$ cat src/rtl/wb_uart_master_pkg.sv
// Shared constants and FSM encoding for the UART-driven Wishbone master.
// Opcodes and reply bytes are the host-visible protocol; the state enum is internal.
package wb_uart_master_pkg;

  localparam logic [7:0] CMD_WR  = 8'h57;
  localparam logic [7:0] CMD_RD  = 8'h52;
  localparam logic [7:0] RSP_OK  = 8'h4B;
  localparam logic [7:0] RSP_ERR = 8'h45;

  typedef enum logic [2:0] {
    S_IDLE,
    S_ADDR,
    S_DATA,
    S_BUS_REQ,
    S_BUS_WAIT,
    S_RESP_LOAD,
    S_RESP
  } state_t;

endpackage

$ cat src/rtl/wb_uart_tx_serializer.sv
// Sends up to four bytes MSB first, one pulse per transmitter-idle window,
// never in two consecutive cycles; o_done is high while nothing is pending.
module wb_uart_tx_serializer (
  input  logic        i_clk,
  input  logic        i_rst,
  input  logic        i_load,
  input  logic [31:0] i_bytes,
  input  logic [2:0]  i_len,
  input  logic        i_busy,
  output logic [7:0]  o_tx_data,
  output logic        o_tx_valid,
  output logic        o_done
);

  logic [31:0] r_buf;
  logic [2:0]  r_left;
  logic        r_prev_valid;
  logic        w_fire;

  // Pacing gate: busy is sampled in the pulse cycle itself, so the transmitter
  // sees a pulse only while it reports idle.
  assign w_fire     = (r_left != 3'd0) && !i_busy && !r_prev_valid;
  assign o_tx_valid = w_fire;
  assign o_tx_data  = w_fire ? r_buf[31:24] : 8'h00;
  assign o_done     = (r_left == 3'd0);

  // NOTE: sequential state uses non-blocking assignments only, so every
  // register in this block sees the values from before the clock edge.
  always_ff @(posedge i_clk) begin
    if (i_rst) begin
      r_buf        <= 32'h0;
      r_left       <= 3'd0;
      r_prev_valid <= 1'b0;
    end else begin
      r_prev_valid <= w_fire;
      if (i_load) begin
        r_buf  <= i_bytes;
        r_left <= i_len;
      end else if (w_fire) begin
        r_buf  <= {r_buf[23:0], 8'h00};
        r_left <= r_left - 3'd1;
      end
    end
  end

endmodule

$ cat src/rtl/wb_uart_master.sv
// Wishbone master fed by framed byte commands ('W' addr data / 'R' addr);
// runs one single-beat pipelined bus cycle per command and replies over the byte link.
module wb_uart_master
  import wb_uart_master_pkg::*;
#(
  parameter int TIMEOUT_CYC = 1024,
  parameter int IDLE_CYC    = 50000
) (
  input  logic        i_clk,
  input  logic        i_rst,
  input  logic [7:0]  i_byte_rx_data,
  input  logic        i_byte_rx_valid,
  output logic [7:0]  o_byte_tx_data,
  output logic        o_byte_tx_valid,
  input  logic        i_byte_tx_busy,
  output logic        o_wb_cyc,
  output logic        o_wb_stb,
  output logic        o_wb_we,
  output logic [31:0] o_wb_addr,
  output logic [31:0] o_wb_data,
  output logic [3:0]  o_wb_sel,
  input  logic        i_wb_stall,
  input  logic        i_wb_ack,
  input  logic [31:0] i_wb_data
);

  localparam int TO_W = $clog2(TIMEOUT_CYC + 1);
  localparam int ID_W = $clog2(IDLE_CYC + 1);

  state_t          r_state, w_state_nxt;
  logic [31:0]     r_addr, r_wdata, r_rdata;
  logic            r_we, r_err;
  logic [1:0]      r_byte_cnt;
  logic [ID_W-1:0] r_idle_cnt;
  logic [TO_W-1:0] r_to_cnt;

  logic            w_in_frame, w_idle_exp, w_to_exp, w_ack_take;
  logic            w_load, w_done;
  logic [31:0]     w_rsp_bytes;
  logic [2:0]      w_rsp_len;

  assign w_in_frame = (r_state == S_ADDR) || (r_state == S_DATA);
  assign w_idle_exp = !i_byte_rx_valid && (r_idle_cnt == ID_W'(IDLE_CYC - 1));
  assign w_to_exp   = (r_to_cnt == TO_W'(TIMEOUT_CYC - 1));
  // An ack while the request is still stalled is not a valid completion.
  assign w_ack_take = i_wb_ack && ((r_state == S_BUS_WAIT) ||
                                   (r_state == S_BUS_REQ && !i_wb_stall));

  assign o_wb_cyc  = (r_state == S_BUS_REQ) || (r_state == S_BUS_WAIT);
  assign o_wb_stb  = (r_state == S_BUS_REQ);
  assign o_wb_we   = r_we && o_wb_cyc;
  assign o_wb_addr = r_addr;
  assign o_wb_data = r_wdata;
  assign o_wb_sel  = 4'hF;

  // NOTE: every signal driven here gets a default first, so no path can
  // leave it unassigned and infer a latch.
  always_comb begin
    w_state_nxt = r_state;
    case (r_state)
      S_IDLE:
        if (i_byte_rx_valid && (i_byte_rx_data == CMD_WR || i_byte_rx_data == CMD_RD))
          w_state_nxt = S_ADDR;
      S_ADDR:
        if (i_byte_rx_valid && r_byte_cnt == 2'd3) w_state_nxt = r_we ? S_DATA : S_BUS_REQ;
        else if (w_idle_exp)                       w_state_nxt = S_IDLE;
      S_DATA:
        if (i_byte_rx_valid && r_byte_cnt == 2'd3) w_state_nxt = S_BUS_REQ;
        else if (w_idle_exp)                       w_state_nxt = S_IDLE;
      S_BUS_REQ:
        if (w_ack_take || w_to_exp) w_state_nxt = S_RESP_LOAD;
        else if (!i_wb_stall)       w_state_nxt = S_BUS_WAIT;
      S_BUS_WAIT:
        if (w_ack_take || w_to_exp) w_state_nxt = S_RESP_LOAD;
      S_RESP_LOAD: w_state_nxt = S_RESP;
      S_RESP:      if (w_done) w_state_nxt = S_IDLE;
      default:     w_state_nxt = S_IDLE;
    endcase
  end

  always_ff @(posedge i_clk) begin
    if (i_rst) begin
      r_state    <= S_IDLE;
      r_addr     <= 32'h0;
      r_wdata    <= 32'h0;
      r_rdata    <= 32'h0;
      r_we       <= 1'b0;
      r_err      <= 1'b0;
      r_byte_cnt <= 2'd0;
      r_idle_cnt <= '0;
      r_to_cnt   <= '0;
    end else begin
      r_state <= w_state_nxt;

      if (r_state == S_IDLE && i_byte_rx_valid &&
          (i_byte_rx_data == CMD_WR || i_byte_rx_data == CMD_RD)) begin
        r_we       <= (i_byte_rx_data == CMD_WR);
        r_err      <= 1'b0;
        r_byte_cnt <= 2'd0;
      end

      if (w_in_frame && i_byte_rx_valid) begin
        r_byte_cnt <= r_byte_cnt + 2'd1;
        if (r_state == S_ADDR) r_addr  <= {r_addr[23:0], i_byte_rx_data};
        else                   r_wdata <= {r_wdata[23:0], i_byte_rx_data};
      end

      if (w_in_frame && !i_byte_rx_valid) r_idle_cnt <= r_idle_cnt + ID_W'(1);
      else                                r_idle_cnt <= '0;

      if (o_wb_cyc) r_to_cnt <= r_to_cnt + TO_W'(1);
      else          r_to_cnt <= '0;

      if (w_ack_take)                           r_rdata <= i_wb_data;
      if (o_wb_cyc && w_to_exp && !w_ack_take)  r_err   <= 1'b1;
    end
  end

  assign w_load      = (r_state == S_RESP_LOAD);
  assign w_rsp_bytes = r_err ? {RSP_ERR, 24'h0} : (r_we ? {RSP_OK, 24'h0} : r_rdata);
  assign w_rsp_len   = (r_err || r_we) ? 3'd1 : 3'd4;

  wb_uart_tx_serializer u_tx_ser (
    .i_clk      (i_clk),
    .i_rst      (i_rst),
    .i_load     (w_load),
    .i_bytes    (w_rsp_bytes),
    .i_len      (w_rsp_len),
    .i_busy     (i_byte_tx_busy),
    .o_tx_data  (o_byte_tx_data),
    .o_tx_valid (o_byte_tx_valid),
    .o_done     (w_done)
  );

endmodule
$ cat config.mk
export PLATFORM = sky130hd
export DESIGN_NAME = wb_uart_master
export DESIGN_NICKNAME = d
export VERILOG_FILES = /design/src/rtl/wb_uart_master_pkg.sv /design/src/rtl/wb_uart_tx_serializer.sv /design/src/rtl/wb_uart_master.sv
export SDC_FILE = /design/constraint.sdc
export NUM_CORES = 1
export LEC_CHECK = 0
export CORE_MARGIN = 2
export CORE_UTILIZATION = 58
export CTS_BUF_LIST = sky130_fd_sc_hd__clkbuf_4
export DETAILED_ROUTE_END_ITERATION = 16
export HOLD_SLACK_MARGIN = 0.15
export PLACE_DENSITY = 0.95
export SLEW_MARGIN = 20
export SYNTH_ARGS = -nofsm -noshare
export SYNTH_HDL_FRONTEND = slang
export SYNTH_SLANG_ARGS = --single-unit
$ cat constraint.sdc
create_clock -name i_clk -period 4.65 [get_ports i_clk]
set_clock_uncertainty 0.2 [all_clocks]
set_input_delay 0.6975 -clock i_clk [delete_from_list [all_inputs] [get_ports i_clk]]
set_output_delay 0.6975 -clock i_clk [all_outputs]
set_load 0.05 [all_outputs]
# Word level (Yosys, flattened, before mapping)
# Index checks and enable logic that the tools add are counted.
# totals
regBits	166
latch_bits	0
ramBits	0
romBits	0
inputBits	46
wordCells	92
mem_count	0
# op_classes
add_sub_neg	4
multipliers	0
n_div	0
order_cmp	0
n_eq_ne	15
shifts	0
n_mux	22
bitwise_logic	3
reduce_logical	36
# ops
op	count
$mux W32	4
$mux W3	11
$pmux W3 S7	1
$add A16 B1 Y16 const B	1
$eq A16 B16 Y1 const B	1
$eq A8 B7 Y1 const B	2
$logic_and A1 B1 Y1	14
$add A11 B1 Y11 const B	1
$eq A11 B10 Y1 const B	1
$eq A3 B3 Y1 const B	3
$mux W8	1
$eq A3 B2 Y1 const B	2
$logic_not A3 Y1	2
$logic_or A1 B1 Y1	6
$reduce_bool A2 Y1	3
$logic_not A1 Y1	5
$mux W2	2
$ne A2 B1 Y1 const B	2
$reduce_and A2 Y1	2
$reduce_and A4 Y1	1
$reduce_or A2 Y1	2
$eq A3 B1 Y1 const B	1
$mux W1	3
$ne A3 B2 Y1 const B	1
6 further kinds	8

# Logic depth before layout (Yosys ltp)
# logic_depth
word_depth	7
ltp_mapped	9

# Hierarchy
# Synthesis repeated with hierarchy kept, for this count alone.
# hier_totals
cells_unflattened	879
area_unflattened_um2	7184.4
# modules_own_cells
mod	instances	cells_per_inst	area_each_um2	seq_area_each_um2
wb_uart_master	1	671	5337.6	2602.5
wb_uart_tx_serializer	1	208	1846.8	720.7

# Worst setup path before layout
# Ideal clock, no wire load.
# synth_timing
path_type	register to output
from	register u_tx_ser.r_left[0]
to	output o_byte_tx_data[0]
arrival_ns	2.098
t_required_ns	3.753
setup_slack_ns	1.655
stages_incl_launch_ff	8
path_buffers	1
cell_sequence	dfxtp_1 > inv_1 > ha_1 > ha_1 > or3_1 > inv_2 > buf_2 > and2_1
# synth_between
elab_chain_cells	4
# synth_rtl
element	line_no	text
from (decl)	wb_uart_tx_serializer.sv:16	logic [2:0] r_left;
from (signal assigned)	wb_uart_tx_serializer.sv:38	r_left <= i_len;
from (signal assigned)	wb_uart_tx_serializer.sv:41	r_left <= r_left - 3'd1;
$reduce_bool A3 Y1	wb_uart_tx_serializer.sv:22	assign w_fire = (r_left != 3'd0) && !i_busy && !r_prev_valid;
$logic_and A1 B1 Y1 (2 in a row)	wb_uart_tx_serializer.sv:22	
via o_byte_tx_valid	wb_uart_master.sv:14	output logic o_byte_tx_valid,
$mux W8	wb_uart_tx_serializer.sv:24	assign o_tx_data = w_fire ? r_buf[31:24] : 8'h00;
to (decl)	wb_uart_master.sv:13	output logic [7:0] o_byte_tx_data,
# The timed path passes the listed nets, and every way through them passes these cells.

# Final worst setup path
# layout_timing
from	register u_tx_ser.r_left[0]
to	output o_byte_tx_data[3]
# layout_between
elab_chain_cells	4
# layout_rtl
element	line_no
$reduce_bool A3 Y1	wb_uart_tx_serializer.sv:22
$logic_and A1 B1 Y1 (2 in a row)	wb_uart_tx_serializer.sv:22
$mux W8	wb_uart_tx_serializer.sv:24
# Every way passes these cells.

==> results.toml <==
[grt]
grt.overflow.total = 0
grt_pass1_wl_mm = 24.6
grt_pass1_vias = 5208
antenna_found_initial = 0
grtUsageTotal_pct = 25.8
grt_max_degree = 72

[critical_path]
r2r_end = "u_tx_ser.r_buf[15]$_SDFFE_PP0P_"
start_kind = "flop"
end_kind = "output pin"
criticalPathCategory = "flop to output pin"
cp.required_ps = 3750
arrival_ps = 3240
r2r_cells = 5
r2r-start = "r_state[0]$_SDFFE_PP0P_"
critPathMaxFanout = 23
reg2reg_slack_ps = 1710

[min_path]
holdPathStages = 1
hold_path.startpoint = "r_idle_cnt[0]$_SDFF_PP0_"
hold-path-endpoint = "r_idle_cnt[0]$_SDFF_PP0_"
hold_class = "flop to flop"

[pwr]
leakage_nw = 2.71
cellPowerDensity_mw_per_mm2 = 369
fin_total_pwr_mw = 2.99
ir_drop_mv = 0.294

[placement]
finalWeightedCongestion = 0.803
dp_hpwl_mm = 10.2
placed_area_mm2 = 0.00775
place_ws_ps = 830
io_buffers = 121

[timing]
fin_ws_ps = 512
layout_min_cycle_time_ps = 4140
relSlewSlack_pct = 26.3
timing.fmax_ghz = 0.242
period_share_pct = 89.0
drv_slew = 0
final-setup-viol-count = 0
rsz0062_at_grt = "no"
fin_setup_tns_ps = 0
hold_viol_final = 0
worst_pin_slew_ps = 1110

[yosys]
ys.warnings.count = 0
dominantRegCellSynth = "dfxtp_1"
ys_types = 53
ys_seq_elements = 166
synth-edff-count = 0
synth_area_leaders = "dfxtp_1 (51%), nand2_1 (13%), a21oi_1 (7.9%)"
synthArstFlopShare_pct = 0
yosys.area.top_type = "dfxtp_1"
yosysTopAreaCellShare_pct = 50.6
syn_avg_cell_area_um2 = 8.04
synth.cell_area_mm2 = 0.00657
ys_seq_area_share_pct = 50.6
synth_cells = 817

[routing]
vias_per_cell = 5.56
num_vias = 5904
drt_first_iter_violations = 560
ant_nets = 0
route.detailed.drc = 0
wl_per_cell_um = 14.7
wirelength_mm = 15.6
drt-pass1-iter-count = 7

[cells_and_area]
final_common_cell = "nand2_1"
diodes = 0
final_cell_mix = "nand2_1 (230), dfxtp_1 (166), clkdlybuf4s50_1 (120), a21oi_1 (103), nor2_1 (71)"
fin_nets = 960
area_growth_syn_to_layout_pct = 23.4
drive_above_1_share_pct = 5.31
utilization_pct = 74.1
design_area_mm2 = 0.00810
fillers = 776

[clock_tree]
cts_buffer_depth = 2
cts_made_buffers = 17
clkTransAtPathRegs_ps = 160
cts_max_level = 4
cts-resized-gates = 0
clock_latency_ps = 550
cts_setup_buffers = 0
cts_hold_buffers = 0
cts_tree = "done"
clock_sinks = 166
cts-root-buf = "clkbuf_4"

[floorplan]
fp.dieArea_mm2 = 0.0122
placementRows = 38
io_pins = 126
die_w_um = 110
start_util_pct = 60.0
die_y_um = 110
core_mm2 = 0.0109

[run]
cap_violations = 0

[run_status]
status = "finished, final reports clean"
==> synth_stat cells, types with 2 or more instances <==
| master | instances |
|---|---|
| nand2_1 | 230 |
| dfxtp_1 | 166 |
| a21oi_1 | 103 |
| nor2_1 | 71 |
| clkbuf_1 | 27 |
| o21ai_0 | 23 |
| a211oi_1 | 19 |
| buf_2 | 19 |
| xnor2_1 | 15 |
| inv_1 | 11 |
| nand3_1 | 11 |
| nor3_1 | 11 |
| and3_1 | 10 |
| nand4_1 | 9 |
| xor2_1 | 9 |
| a22oi_1 | 8 |
| and2_1 | 8 |
| buf_4 | 7 |
| or3_1 | 6 |
| ha_1 | 5 |
| a221oi_1 | 3 |
| buf_1 | 3 |
| nand2b_1 | 3 |
| nor2b_1 | 3 |
| o21ai_1 | 3 |
| a2bb2oi_1 | 2 |
| and4_1 | 2 |
| nand3b_1 | 2 |
| nor4bb_1 | 2 |
| o21a_1 | 2 |
| o221ai_1 | 2 |
==> area by class of cell <==
type | instances | area, um^2 | share of cell area (%)
clock inverters | 15 | 219 | 2.70
repair buffers | 127 | 1250 | 15.5
inverters | 12 | 45.0 | 0.556
well taps | 140 | 175 | 2.16
flip-flops and latches | 166 | 3320 | 41.0
multi-input cells | 585 | 2960 | 36.5
clock buffers | 17 | 128 | 1.58
==> worst max-delay path, stage by stage, from the launching register on <==
cell and delay [ps]:
dfxtp_1 370, inv_1 50, ha_1 190, ha_1 200, or3_1 370, buf_4 210
inv_2 250, and2_1 220, clkdlybuf4s50_1 810
==> kinds of logic after synthesis <==
family	after synthesis	share of synthesized area [%]
DFF	166	50.6
buffers and inverters	69	4.82
muxes	1	0.152
other	1	0.0571
and+or+nand+nor	378	25.1
xor gates and xnor gates	24	3.20
AOI/OAI and AO/OA	173	15.1
adders and majority gates	5	0.953
==> how the worst max path moves through the flow <==
stage / startpoint / to / slack [ps]
after global routing: u_tx_ser.r_left[0]$_SDFFE_PP0P_ / o_byte_tx_data[3] / 320
after global placement: i_byte_tx_busy / o_byte_tx_data[3] / 820
final: u_tx_ser.r_left[0]$_SDFFE_PP0P_ / o_byte_tx_data[3] / 510
after CTS: u_tx_ser.r_left[0]$_SDFFE_PP0P_ / o_byte_tx_data[3] / 490
after detailed placement: i_byte_tx_busy / o_byte_tx_data[3] / 830
after floorplan: u_tx_ser.r_left[0]$_SDFFE_PP0P_ / o_byte_tx_data[0] / 1650
==> report_power, final <==
group	switching, mW	internal, mW
Combinational	0.271	0.169
Sequential	0.0500	1.52
Clock	0.534	0.442
==> routing by layer <==
| metal | track usage, % | up-vias | part of all wire [%] |
|---|---|---|---|
| met3 | 6.06 | 33 | 5.3 |
| met5 | 0 | - | 0 |
| met1 | 33.1 | 2789 | 42 |
| met4 | 8.93 | 0 | 2.4 |
| li1 | - | 2902 | - |
| met2 | 42.7 | 180 | 50 |
==> stage by stage <==
step / cells / hold slack [ps]
6_report: 1062 / 256
5_1_grt: 1062 / 275
4_1_cts: 1062 / 257
3_5_place_dp: 1030 / 236
3_3_place_gp: 1030 / 228
2_1_floorplan: 820 / 213
==> state kept, by name, indices dropped and copies added, names as in the netlist <==
| name | cells |
|---|---|
| r_we | 1 |
| r_byte_cnt | 2 |
| u_tx_ser.r_buf | 32 |
| o_wb_data | 32 |
| u_tx_ser.r_left | 3 |
| r_idle_cnt | 16 |
| r_state | 3 |
| o_wb_addr | 32 |
| r_err | 1 |
| u_tx_ser.r_prev_valid | 1 |
| r_rdata | 32 |
| r_to_cnt | 11 |
Note: power is estimated with default switching activity, not from simulation.
